File: config.mk
export PLATFORM = sky130hd
export DESIGN_NAME = csit_luks_keypad
export DESIGN_NICKNAME = d
export VERILOG_FILES = /design/src/rtl/csit_luks_keypad.sv
export SDC_FILE = /design/constraint.sdc
export NUM_CORES = 1
export LEC_CHECK = 0
export BUFFER_PORTS_ARGS = -buffer_cell sky130_fd_sc_hd__buf_2
export CAP_MARGIN = 20
export CORE_ASPECT_RATIO = 0.8
export CORE_UTILIZATION = 50
export CTS_CLUSTER_DIAMETER = 100
export DETAILED_ROUTE_END_ITERATION = 6
export PLACE_DENSITY = 0.68
export SYNTH_ARGS = -nofsm -noshare
export SYNTH_HDL_FRONTEND = slang
export SYNTH_SLANG_ARGS = --single-unit
File: constraint.sdc
create_clock -name clk -period 6.4 [get_ports clk]
set_input_delay 0.64 -clock clk [delete_from_list [all_inputs] [get_ports clk]]
set_output_delay 0.64 -clock clk [all_outputs]
set_load 0.005 [all_outputs]
File: src/rtl/csit_luks_keypad.sv
// Rotary/pushbutton 4-digit hex code entry with a muxed seven-segment display and an SPI sender.
// Optional macro FLASH_LOG_EN: each luks frame is followed by a 24-bit A5+code frame on the flash select.
module csit_luks_keypad #(
  parameter int DEBOUNCE_CYCLES   = 16,
  parameter int LONG_PRESS_CYCLES = 5000000,
  parameter int MUX_DIV           = 1024,
  parameter int SPI_DIV           = 4
) (
  input  logic       clk,
  input  logic       rst_n,
  input  logic       ena,
  input  logic [7:0] ui_in,
  output logic [7:0] uo_out,
  input  logic [7:0] uio_in,
  output logic [7:0] uio_out,
  output logic [7:0] uio_oe
);
  localparam int DB_W = $clog2(DEBOUNCE_CYCLES + 1);
  localparam int LP_W = $clog2(LONG_PRESS_CYCLES + 1);
  localparam int MX_W = $clog2(MUX_DIV + 1);
  localparam int SD_W = $clog2(SPI_DIV + 1);

  typedef enum logic [1:0] {S_IDLE, S_ASSERT, S_SHIFT, S_DEASSERT} spi_state_t;

  logic rst;
  assign rst = rst_n;

  logic unused_ok;
  assign unused_ok = &{1'b0, ena, uio_in, ui_in[7:3]};

  // Synchroniser; the button flops reset to the released (high) level.
  logic [2:0] sync1, sync2;
  always_ff @(posedge clk or posedge rst) begin
    if (rst) begin
      sync1 <= 3'b100;
      sync2 <= 3'b100;
    end else begin
      sync1 <= ui_in[2:0];
      sync2 <= sync1;
    end
  end

  // Encoder: detent pulses on entering 00; 11->00 is a two-bit jump and never counts.
  logic [1:0] enc_q, ab;
  logic       det_inc, det_dec;
  assign ab = sync2[1:0];
  always_ff @(posedge clk or posedge rst) begin
    if (rst) begin
      enc_q   <= 2'b00;
      det_inc <= 1'b0;
      det_dec <= 1'b0;
    end else begin
      det_inc <= 1'b0;
      det_dec <= 1'b0;
      if (ab != enc_q) begin
        enc_q <= ab;
        if (ab == 2'b00 && enc_q == 2'b10) det_inc <= 1'b1;
        if (ab == 2'b00 && enc_q == 2'b01) det_dec <= 1'b1;
      end
    end
  end

  logic [15:0] code;
  logic [1:0]  cursor;
  logic [1:0]  press_type;
  always_ff @(posedge clk or posedge rst) begin
    if (rst) begin
      code   <= 16'h0000;
      cursor <= 2'd0;
    end else begin
      if (det_inc || det_dec)
        code[{cursor, 2'b00} +: 4] <= code[{cursor, 2'b00} +: 4] + (det_inc ? 4'h1 : 4'hF);
      if (press_type == 2'd1) cursor <= cursor + 2'd1;
    end
  end

  // Debounce: counter runs only while the raw level differs from the accepted one.
  logic            btn_raw, btn_db, btn_db_q;
  logic [DB_W-1:0] db_cnt;
  assign btn_raw = ~sync2[2];
  always_ff @(posedge clk or posedge rst) begin
    if (rst) begin
      btn_db <= 1'b0;
      db_cnt <= '0;
    end else if (btn_raw == btn_db) begin
      db_cnt <= '0;
    end else if (db_cnt == DB_W'(DEBOUNCE_CYCLES - 1)) begin
      btn_db <= btn_raw;
      db_cnt <= '0;
    end else begin
      db_cnt <= db_cnt + DB_W'(1);
    end
  end

  spi_state_t spi_state, spi_next;
  logic       busy, start_luks, start_flash;
  logic [LP_W-1:0] press_cnt;

  always_ff @(posedge clk or posedge rst) begin
    if (rst) begin
      btn_db_q   <= 1'b0;
      press_cnt  <= '0;
      press_type <= 2'd0;
    end else begin
      btn_db_q   <= btn_db;
      press_type <= 2'd0;
      if (btn_db && !btn_db_q)
        press_cnt <= '0;
      else if (btn_db && press_cnt != LP_W'(LONG_PRESS_CYCLES))
        press_cnt <= press_cnt + LP_W'(1);
      if (!btn_db && btn_db_q && !busy)
        press_type <= (press_cnt >= LP_W'(LONG_PRESS_CYCLES)) ? 2'd2 : 2'd1;
    end
  end
  assign start_luks = (press_type == 2'd2);

  // Display scan: outputs are registered so they are clean (blank) straight out of reset.
  function automatic logic [6:0] hex_seg(input logic [3:0] n);
    case (n)
      4'h0: hex_seg = 7'h40;  4'h1: hex_seg = 7'h79;
      4'h2: hex_seg = 7'h24;  4'h3: hex_seg = 7'h30;
      4'h4: hex_seg = 7'h19;  4'h5: hex_seg = 7'h12;
      4'h6: hex_seg = 7'h02;  4'h7: hex_seg = 7'h78;
      4'h8: hex_seg = 7'h00;  4'h9: hex_seg = 7'h10;
      4'hA: hex_seg = 7'h08;  4'hB: hex_seg = 7'h03;
      4'hC: hex_seg = 7'h46;  4'hD: hex_seg = 7'h21;
      4'hE: hex_seg = 7'h06;  default: hex_seg = 7'h0E;
    endcase
  endfunction

  logic [MX_W-1:0] mux_cnt;
  logic [1:0]      digit_idx;
  logic [3:0]      dig_n;
  always_ff @(posedge clk or posedge rst) begin
    if (rst) begin
      mux_cnt   <= '0;
      digit_idx <= 2'd0;
      uo_out    <= 8'hFF;
      dig_n     <= 4'b1111;
    end else begin
      if (mux_cnt == MX_W'(MUX_DIV - 1)) begin
        mux_cnt   <= '0;
        digit_idx <= digit_idx + 2'd1;
      end else begin
        mux_cnt <= mux_cnt + MX_W'(1);
      end
      uo_out <= {(digit_idx != cursor), hex_seg(code[{digit_idx, 2'b00} +: 4])};
      dig_n  <= ~(4'b0001 << digit_idx);
    end
  end

  // SPI master, mode 0 MSB first. sh is left-aligned so bit 23 is always the bit on MOSI.
  logic [SD_W-1:0] div_cnt;
  logic            div_last, sclk_hi, tgt_flash;
  logic [4:0]      bit_cnt, frame_last;
  logic [23:0]     sh;
  logic [15:0]     code_snap;
  logic            sclk, ss_luks_n, ss_flash_n, mosi;

  assign div_last = (div_cnt == SD_W'(SPI_DIV - 1));
  assign busy     = (spi_state != S_IDLE) || start_flash;

  always_ff @(posedge clk or posedge rst) begin
    if (rst) spi_state <= S_IDLE;
    else     spi_state <= spi_next;
  end

  always_comb begin
    spi_next = spi_state;
    case (spi_state)
      S_IDLE:     if (start_luks || start_flash) spi_next = S_ASSERT;
      S_ASSERT:   if (div_last) spi_next = S_SHIFT;
      S_SHIFT:    if (div_last && !sclk_hi && bit_cnt == frame_last) spi_next = S_DEASSERT;
      S_DEASSERT: if (div_last) spi_next = S_IDLE;
      default:    spi_next = S_IDLE;
    endcase
  end

  always_ff @(posedge clk or posedge rst) begin
    if (rst) begin
      div_cnt    <= '0;
      sclk_hi    <= 1'b0;
      bit_cnt    <= 5'd0;
      frame_last <= 5'd0;
      sh         <= 24'h0;
      tgt_flash  <= 1'b0;
      code_snap  <= 16'h0;
    end else if (spi_state == S_IDLE) begin
      div_cnt <= '0;
      sclk_hi <= 1'b0;
      bit_cnt <= 5'd0;
      if (start_luks) begin
        sh         <= {code, 8'h00};
        code_snap  <= code;
        frame_last <= 5'd15;
        tgt_flash  <= 1'b0;
      end else if (start_flash) begin
        sh         <= {8'hA5, code_snap};
        frame_last <= 5'd23;
        tgt_flash  <= 1'b1;
      end
    end else begin
      div_cnt <= div_last ? '0 : div_cnt + SD_W'(1);
      if (spi_state == S_ASSERT && div_last) sclk_hi <= 1'b1;
      if (spi_state == S_SHIFT && div_last) begin
        sclk_hi <= ~sclk_hi;
        if (sclk_hi) sh <= {sh[22:0], 1'b0};
        else         bit_cnt <= bit_cnt + 5'd1;
      end
    end
  end

`ifdef FLASH_LOG_EN
  logic flash_pend;
  always_ff @(posedge clk or posedge rst) begin
    if (rst)
      flash_pend <= 1'b0;
    else if (spi_state == S_DEASSERT && div_last && !tgt_flash)
      flash_pend <= 1'b1;
    else if (spi_state == S_IDLE)
      flash_pend <= 1'b0;
  end
  assign start_flash = flash_pend;
`else
  assign start_flash = 1'b0;
`endif

  always_comb begin
    sclk       = (spi_state == S_SHIFT) && sclk_hi;
    ss_luks_n  = !((spi_state != S_IDLE) && !tgt_flash);
    ss_flash_n = !((spi_state != S_IDLE) && tgt_flash);
    mosi       = (spi_state != S_IDLE) && sh[23];
  end

  assign uio_out = {mosi, ss_luks_n, ss_flash_n, sclk, dig_n};
  assign uio_oe  = 8'hFF;
endmodule

==> impl_metrics.ini <==
[timing]
rsz0062_at_grt = false
final_hold_viol_count = 0
timing.final.crit_share = 0.385
fmax_mhz = 406
slew_headroom = 0.410
fin_skew_ns = 0.00927
worstMarginPinSlew_ns = 0.881
drv_slew = 0
layout_min_cycle_time_ns = 2.46
tns_ns = 0
setup_viol = 0

[power]
vdd_drop_max_uv = 237
internal_power_mw = 1.47
leakagePower_nw = 2.97
clkPwrFrac = 0.460
powerDensity_nw_per_um2 = 307
seqPwrFrac = 0.405
switchingPower_mw = 0.473
combPwrFrac = 0.135
swShare = 0.244

[status]
violations = DRC
outcome = finished with violations

[logic_synthesis]
synth_top_flop_cell = dfrtp_1
async_flop_share = 1.00
synth-seq-cells = 113
synthCells = 522
avgSynthCellArea_um2 = 10.7
yosysSeqAreaShare = 0.511
synth-edff-count = 0
synth.yosys.warnings = 0
synthDistinctLibCells = 55
syn-cell-area_um2 = 5570

[grt]
overflow = 0
grt_pass1_vias = 3549
antenna_found_initial = 0
grt_pass1_wl_um = 17000
grtUsageTotal = 0.192
grt_max_degree = 72

[clock_network]
clockBufferDepth = 2
insertion_delay_ns = 0.41
hold_buffers = 0
ctsResizeCount = 0
cts_setup_buffers = 0
tritoncts = yes
htree_levels = 4
path_clk_slew_ns = 0.05
numCtsBuffers = 17
clkSinkCount = 113
root_buffer = clkbuf_16

[placement]
io_buffers = 19
hpwl_um = 6770
gp_congestion = 0.865
dp.cells = 666

[cells_and_area]
final_cells = 699
areaGrowthSynthToFinish_pct = 13.5
diodes = 0
drive_gt1_frac = 0.160
fin_nets = 589

[critical_path]
endpoint_kind = register
path_max_fanout = 11
cp.required_ns = 6.68
cp-start-kind = register
critical_path_class = reg -> reg
cp.arrival_ns = 2.74

[drt]
wirelength_um = 10100
dr.pass1.iters = 7
drt_iter0_markers = 234
drt.antenna.violating_nets = 0
num_vias = 3741
via_per_inst = 5.35
wl_per_cell_um = 14.4
drc_errors = 1

[die]
num_io_pins = 43
dieHeight_um = 96.4
core_um2 = 10800
die_width_um = 120
start_util = 0.514
fp-row-count = 34
dieArea_um2 = 11600

[flow_run]
cap_violations = 0

[worst_hold_path]
hp-class = in -> async
## area by class of cell
type	instances	area (um2)
Fill cell	905	4520
Timing Repair Buffer	23	133
Inverter	22	85.1
Clock buffer	27	523
Multi-Input combinational cell	365	2510
Tap cell	144	180
Clock inverter	5	50.0
Sequential cell	113	2850
## layer usage
metal  share of wire  vias to the layer above  wire [um]  global-route usage
li1                -                     1833          -                   -
met1            0.49                     1808       4940               0.263
met2            0.45                       83       4500               0.285
met3           0.047                       17        474              0.0511
met4           0.016                        0        157              0.0938
met5               0                        -          0                   0
## cells by family after synthesis
kind of cell / count (synthesis) / share of synthesized area
AOI/OAI and AO/OA: 84 / 0.0885
xor gates and xnor gates: 35 / 0.0550
adders and majority gates: 28 / 0.0642
buffers and inverters: 52 / 0.0451
DFF: 113 / 0.511
muxes: 30 / 0.0730
other: 1 / 0.000673
and+or+nand+nor: 179 / 0.163
## synth_stat cells, types with 2 or more instances
master	instances	area, um2
mux4_2	8	180
nor3_1	4	20.0
a21oi_1	25	125
clkbuf_1	13	48.8
dfrtp_1	99	2480
dfstp_2	14	368
nand4_1	6	37.5
xor2_1	19	166
or4b_2	3	30.0
nor4b_1	2	17.5
or3_1	4	25.0
o22ai_1	2	12.5
ha_1	27	338
and2_1	7	43.8
buf_2	3	15.0
o21ai_0	28	140
a31oi_1	2	12.5
nand2b_1	6	37.5
nor3b_1	3	22.5
inv_1	22	82.6
mux2i_1	17	170
o41ai_1	2	17.5
o2111ai_1	2	17.5
buf_4	12	90.1
or4_1	5	37.5
o211ai_1	4	30.0
mux2_2	5	56.3
and4_1	3	26.3
nor2_1	56	210
nand3_1	17	85.1
o21ai_1	5	25.0
or2_2	2	12.5
nor2b_1	8	50.1
o21a_1	2	15.0
o31ai_1	5	37.5
nand2_1	41	154
xnor2_1	16	140
and3_1	6	37.5
## path summary, 6_finish.rpt
check | slack, ns | startpoint | depth (start not counted) | to
worst max register to register | 3.94 | cursor[0] | 6 | code[15]
min in group clk | 0.33 | ui_in[2] | 1 | sync1[2]
worst min register to register | 0.35 | sync1[2] | 0 | sync2[2]
worst min-delay path | 0.28 | rst_n | 2 | db_cnt[4]
worst max-delay path | 3.94 | cursor[0] | 6 | code[15]
max in group asynchronous | 4.85 | rst_n | 3 | sh[13]
## per-stage QoR
stage	hold slack, ns	power [mW]	setup WS [ns]	area, um2	utilization
2_1_floorplan	0.331	0.993	2.80	5600	-
4_1_cts	0.297	1.96	3.92	6310	0.582
3_3_place_gp	0.333	1.05	4.02	5740	0.529
6_report	0.283	1.94	3.94	6330	0.583
5_1_grt	0.323	2.04	3.72	6330	0.583
3_5_place_dp	0.347	1.06	3.95	5740	0.529
## critical path, cell delays in order, from the launching register on
cell and delay [ns]:
dfrtp_1 0.67, mux4_2 0.63, ha_1 0.31, a21o_1 0.12
a21oi_2 0.06, xnor2_1 0.41, o21ai_1 0.13
## layout by cell type, fill, tap and decap left out, types with 19 or more instances in the layout
cell type / count
ha_1: 27
inv_1: 21
nand2_1: 41
dfrtp_1: 99
o21ai_0: 27
buf_2: 19
xor2_1: 19
nor2_1: 56
a21oi_1: 25
## registers in the layout, summed over array words and instances, names as in the netlist, 2 cells and up
signal / count
uo_out: 8
code: 16
digit_idx: 2
sh: 16
db_cnt: 5
div_cnt: 3
press_cnt: 23
enc_q: 2
press_type: 2
sync1: 3
cursor: 2
bit_cnt: 5
mux_cnt: 11
spi_state: 2
dig_n: 4
sync2: 3
## power groups by stage
stage / clock network [mW] / logic, mW / registers [mW]
final: 0.892 / 0.262 / 0.786
after global routing: 0.946 / 0.304 / 0.791
after CTS: 0.914 / 0.262 / 0.786
after detailed placement: 0 / 0.261 / 0.797
after global placement: 0 / 0.254 / 0.797
after floorplan: 0 / 0.199 / 0.794
Note: power is estimated with default switching activity, not from simulation.
